==> src/rtl/ball_game.sv <==
// ball_game: single-player pong; game state advances once per frame, pixel colour is registered.
module ball_game #(
    parameter int HACTIVE   = 640,
    parameter int VACTIVE   = 480,
    parameter int BALL      = 8,
    parameter int PAD_X     = 16,
    parameter int PAD_W     = 8,
    parameter int PAD_H     = 64,
    parameter int BSTEP     = 2,
    parameter int PSTEP     = 4,
    parameter int MISS_HOLD = 60
) (
    input  logic        clk,
    input  logic        rst,
    input  logic [11:0] xpos,
    input  logic [9:0]  ypos,
    input  logic        btn_up,
    input  logic        btn_down,
    input  logic        btn_serve,
    output logic [2:0]  red,
    output logic [2:0]  green,
    output logic [1:0]  blue,
    output logic [3:0]  miss_count
);
    localparam logic [1:0] SERVE = 2'd0, PLAY = 2'd1, MISS = 2'd2;
    localparam logic signed [10:0] SX    = 11'(BSTEP);
    localparam logic signed [9:0]  SY    = 10'(BSTEP);
    localparam logic signed [10:0] X_MAX = 11'(HACTIVE - BALL);
    localparam logic signed [9:0]  Y_MAX = 10'(VACTIVE - BALL);
    localparam logic signed [10:0] PAD_R = 11'(PAD_X + PAD_W);
    localparam int PY_MAX = VACTIVE - PAD_H;
    localparam logic [9:0] BX0 = 10'((HACTIVE - BALL) / 2);
    localparam logic [8:0] BY0 = 9'((VACTIVE - BALL) / 2);
    localparam logic [8:0] PY0 = 9'((VACTIVE - PAD_H) / 2);
    logic [1:0]  state;
    logic [9:0]  prev_y, bx, bx_n;
    logic [8:0]  by, by_n, py, py_n;
    logic [5:0]  miss_cnt;
    logic        dx, dy, dx_n, dy_n, frame_tick;
    logic        x_wall, y_hi, y_lo, hit, miss;
    logic        in_vis, in_ball, in_pad, on_edge;
    logic [7:0]  pix;
    logic signed [10:0] nx;
    logic signed [9:0]  ny;
    // dx/dy set means moving toward smaller coordinates
    assign nx = $signed({1'b0, bx}) + (dx ? -SX : SX);
    assign ny = $signed({1'b0, by}) + (dy ? -SY : SY);
    always_comb begin
        x_wall = nx >= X_MAX;
        y_hi   = ny >= Y_MAX;
        y_lo   = ny <= 10'sd0;
        by_n   = y_hi ? 9'(Y_MAX) : y_lo ? 9'd0 : ny[8:0];
        hit    = dx && nx <= PAD_R && bx > 10'(PAD_R)
                 && {1'b0, by_n} < {1'b0, py} + 10'(PAD_H)
                 && {1'b0, by_n} + 10'(BALL) > {1'b0, py};
        miss   = dx && nx <= 11'sd0 && !hit;
        bx_n   = x_wall ? 10'(X_MAX) : hit ? 10'(PAD_R + 1) : miss ? 10'd0 : nx[9:0];
        dx_n   = x_wall ? 1'b1 : hit ? 1'b0 : dx;
        dy_n   = y_hi ? 1'b1 : y_lo ? 1'b0 : dy;
        py_n   = (btn_up && !btn_down) ? (py < 9'(PSTEP) ? 9'd0 : py - 9'(PSTEP))
               : (btn_down && !btn_up) ? (py > 9'(PY_MAX - PSTEP) ? 9'(PY_MAX) : py + 9'(PSTEP))
               : py;
    end
    always_comb begin
        in_vis  = xpos < 12'(HACTIVE) && ypos < 10'(VACTIVE);
        in_ball = xpos >= {2'b0, bx} && xpos < {2'b0, bx} + 12'(BALL)
                  && ypos >= {1'b0, by} && ypos < {1'b0, by} + 10'(BALL);
        in_pad  = xpos >= 12'(PAD_X) && xpos < 12'(PAD_X + PAD_W)
                  && ypos >= {1'b0, py} && ypos < {1'b0, py} + 10'(PAD_H);
        on_edge = xpos == 12'd0 || xpos == 12'(HACTIVE - 1) || ypos == 10'd0 || ypos == 10'(VACTIVE - 1);
        pix     = !in_vis ? 8'h00 : in_ball ? 8'hFF : in_pad ? 8'h1C : on_edge ? 8'h6D
                : state == MISS ? 8'h80 : 8'h01;
    end
    always_ff @(posedge clk) begin
        if (rst) begin
            state      <= SERVE;
            bx         <= BX0;
            by         <= BY0;
            dx         <= 1'b0;
            dy         <= 1'b0;
            py         <= PY0;
            miss_count <= 4'd0;
            miss_cnt   <= 6'd0;
            prev_y     <= 10'd0;
            frame_tick <= 1'b0;
            {red, green, blue} <= 8'h00;
        end else begin
            prev_y     <= ypos;
            frame_tick <= ypos == 10'(VACTIVE) && prev_y != 10'(VACTIVE);
            {red, green, blue} <= pix;
            if (frame_tick) begin
                py <= py_n;
                if (state == SERVE) begin
                    state <= btn_serve ? PLAY : SERVE;
                end else if (state == PLAY) begin
                    bx <= bx_n;
                    by <= by_n;
                    dx <= dx_n;
                    dy <= dy_n;
                    if (miss) begin
                        state      <= MISS;
                        miss_cnt   <= 6'd0;
                        miss_count <= miss_count + 4'(miss_count != 4'hF);
                    end
                end else if (miss_cnt == 6'(MISS_HOLD - 1)) begin
                    state    <= SERVE;
                    miss_cnt <= 6'd0;
                    bx       <= BX0;
                    by       <= BY0;
                    dx       <= 1'b0;
                    dy       <= 1'b0;
                end else begin
                    miss_cnt <= miss_cnt + 6'd1;
                end
            end
        end
    end
endmodule

==> config.mk <==
export PLATFORM = sky130hd
export DESIGN_NAME = ball_game
export DESIGN_NICKNAME = d
export VERILOG_FILES = /design/src/rtl/ball_game.sv
export SDC_FILE = /design/constraint.sdc
export NUM_CORES = 1
export LEC_CHECK = 0
export ABC_AREA = 0
export CAP_MARGIN = 20
export CORE_MARGIN = 1
export CORE_UTILIZATION = 62
export CTS_BUF_LIST = sky130_fd_sc_hd__clkbuf_8
export DETAILED_ROUTE_END_ITERATION = 6
export DONT_BUFFER_PORTS = 1
export PLACE_DENSITY = 0.86
export SLEW_MARGIN = 20
export SYNTH_ARGS = -nofsm -noshare
export SYNTH_HDL_FRONTEND = slang
export SYNTH_SLANG_ARGS = --single-unit
==> constraint.sdc <==
create_clock -name clk -period 11.3 [get_ports clk]
set_input_delay 0 -clock clk [delete_from_list [all_inputs] [get_ports clk]]
set_output_delay 0 -clock clk [all_outputs]
set_load 0.02 [all_outputs]
==> flow_summary.yaml <==
floorplanning:
  start_util_pct: 65.4
  io_pins: 39
  die_w_um: 93.5
  die_y_um: 93.5
  dieArea_mm2: 0.00873
  core-area_mm2: 0.00793
  row_count: 32
cts:
  cts_htree_levels: 3
  cts_hold_buffers: 15
  clock-sinks: 57
  cts_tree: "yes"
  numCtsBuffers: 9
  post_cts_buffers: 0
  clock-root-buffer: "clkbuf_8"
  clkSlewWorstSetupHoldPaths_ps: 80
  ctsResizeCount: 0
  clkLatencyLatePin_ps: 350
  clockBufferDepth: 2
logic_synthesis:
  synthArstFlopShare_pct: 0
  synth-edff-count: 0
  syn_area_mm2: 0.00519
  avgSynthCellArea_um2: 8.17
  syn-instance-count: 635
  yosys_warnings: 0
  ys_top_cells_by_area: "dfxtp_1 (22%), ha_1 (21%), a21oi_1 (4.4%), o21ai_0 (3.4%), xnor2_1 (3.4%)"
  synthTopCellsByCount: "ha_1 (87), dfxtp_1 (57), a21oi_1 (46), nor2_1 (46), inv_1 (44)"
  ys_seq_elements: 57
  synth-xor-area-share_pct: 4.03
  synth.area.mux_share_pct: 0.579
  synth_compound_area_share_pct: 25.5
  synth-adder-area-share_pct: 21.8
  netlist.area_leader.share_pct: 22.0
  synthesis.nets: 751
  synth_top_area_cell: "dfxtp_1"
  synth_cell_types: 73
  yosys.cell_count.top_type: "ha_1"
  synth_top_family_by_area: "compound AO/OA/AOI/OAI gates"
  synth-simple-area-share_pct: 21.8
  ys_seq_area_share_pct: 22.0
  ys.flop_type: "dfxtp_1"
layout:
  syn_to_final_growth_pct: 8.37
  drive_gt1_share_pct: 5.50
  fin_nets: 765
  finalNonFillerCells: 756
  insertedDiodeCount: 0
  fin_area_mm2: 0.00562
timing:
  relSlewSlack_pct: 47.9
  fin_tns_setup_ps: 0
  slew_viol_final: 0
  final_hold_viol_count: 0
  min_period_ps: 5150
  fin_crit_sh_pct: 45.6
  setup_viol: 0
  fmax_mhz: 194
  finClkSkew_ps: 18.2
  rsz0062_at_grt: "no"
  max_slew.worst_pin.slew_ps: 779
  worst_slack_ps: 6150
worst_setup_path:
  critical_path_class: "reg2reg"
  worstPathArrival_ps: 5430
  critPathRequiredTime_ps: 11570
  cp-end-kind: "register"
  worstPathMaxFanout: 10
  crit_path_start_kind: "register"
pwr:
  comb_power_share_pct: 7.0
  internal_power_mw: 0.319
  p_sw_mw: 0.110
  powerDensity_mw_per_mm2: 76.2
  p_seq_share_pct: 47.5
  p_sw_share_pct: 25.6
  clkPwrFrac_pct: 45.4
  ir_drop_mv: 0.0767
  power.leakage_nw: 2.34
  power_mw: 0.428
place:
  place_ws_ps: 6210
  place.gp.congestion: 0.888
  dp_hpwl_um: 9990
  dp_cells: 725
  dpl_cell_area_mm2: 0.00527
  portBuffers: 0
global_route:
  antenna_found_initial: 0
  grt_pass1_vias: 4836
  grt_pass1_wl_um: 22000
  track_usage_pct: 31.8
  grt_start_max_net_pins: 50
  grt_overflow: 0
job:
  max_cap_violations: 0
routing:
  drcViolationCount: 0
  vias: 4993
  routed_wl_um: 13400
  ant_nets: 0
  vias_per_cell: 6.60
  firstDrtPassIters: 7
  avgRoutedWirePerCell_um: 17.7
  drtIter0Drc: 332
run_status:
  status: "completed"
hold_path:
  min_path_type: "in2reg"
==> sequential cells by signal, summed over array words and instances, names as in the netlist <==
register    count
frame_tick      1
py              7
green           2
dy              1
miss_cnt        6
state           2
red             2
blue            2
prev_y         10
miss_count      4
dx              1
by              9
bx             10
==> logic make-up (layout without fill, tap and decap cells) <==
logic type,count (synthesis),count (layout)
adders and majority gates,89,89
DFF,57,57
AOI/OAI and AO/OA,193,193
muxes,3,3
buffers and inverters,57,76
and+or+nand+nor,213,213
xor gates and xnor gates,23,23
==> power by group through the flow <==
| stage | combinational, mW | clock [mW] | sequential, mW |
|---|---|---|---|
| floorplan | 0.0189 | 0 | 0.208 |
| global placement | 0.0199 | 0 | 0.208 |
| detailed placement | 0.0214 | 0 | 0.208 |
| CTS | 0.0296 | 0.195 | 0.204 |
| global route | 0.0338 | 0.204 | 0.204 |
| finish | 0.0301 | 0.195 | 0.204 |
==> cell usage in the layout, fill, tap and decap left out, types with 8 or more instances in the layout <==
master | netlist | layout
ha_1 | 87 | 87
dfxtp_1 | 57 | 57
a21oi_1 | 46 | 46
nor2_1 | 46 | 46
inv_1 | 44 | 44
nand2_1 | 40 | 40
o21ai_0 | 35 | 35
nand3_1 | 21 | 21
nor3_1 | 21 | 21
xnor2_1 | 20 | 20
nor2b_1 | 16 | 16
nand2b_1 | 16 | 16
a21o_1 | 14 | 14
dlygate4sd3_1 | 0 | 14
a211oi_1 | 13 | 13
nor4_1 | 9 | 9
clkbuf_8 | 0 | 9
o21a_1 | 8 | 8
nand4_1 | 8 | 8
or3_1 | 8 | 8
o22ai_1 | 8 | 8
a31oi_1 | 8 | 8
==> path summary, 6_finish.rpt <==
check,from,end,slack [ps],depth (start not counted)
setup / recovery,dy$_SDFFE_PP0P_,miss_count[3]$_SDFFE_PP0P_,6150,18
hold / removal,btn_up,py[7]$_SDFFE_PP1P_,30,4
hold reg to reg,miss_cnt[0]$_SDFFE_PP0P_,miss_cnt[0]$_SDFFE_PP0P_,530,1
setup reg to reg,dy$_SDFFE_PP0P_,miss_count[3]$_SDFFE_PP0P_,6150,18
==> worst max-delay path, stage by stage, from the launching register on <==
cell	delay, ps
dfxtp_1	550
ha_1	340
nor2b_1	160
o31a_1	320
o21a_1	190
o32ai_1	520
o31ai_1	200
a211oi_2	420
nand4_1	210
xnor2_1	170
ha_1	310
a21o_1	190
a211oi_1	200
o21ai_0	110
o2111ai_1	130
a221oi_4	110
or3_1	430
or3_1	360
a21oi_1	140
==> through the flow <==
stage | util, % | hold WS, ps
final | 70.9 | 25.5
after floorplan | - | 128
after detailed placement | 66.4 | 76.7
after global placement | 66.4 | 73.0
after global routing | 70.9 | 33.6
after CTS | 70.9 | 25.5
==> final cells by class <==
| cell class | count | area [um2] |
|---|---|---|
| Clock buffer | 9 | 124 |
| Tap cell | 102 | 128 |
| Timing Repair Buffer | 16 | 168 |
| Sequential cell | 57 | 1140 |
| Clock inverter | 7 | 71.3 |
| Fill cell | 589 | 2310 |
| Multi-Input combinational cell | 521 | 3820 |
| Inverter | 44 | 165 |
==> layer usage <==
| layer | GRT usage (%) | wire length, um | vias to the layer above |
|---|---|---|---|
| li1 | - | - | 2406 |
| met1 | 39.5 | 5870 | 2330 |
| met2 | 52.3 | 6050 | 208 |
| met3 | 7.24 | 1030 | 49 |
| met4 | 13.8 | 407 | 0 |
| met5 | 0 | 0 | - |
No activity file was read; power rests on OpenSTA's default activity.
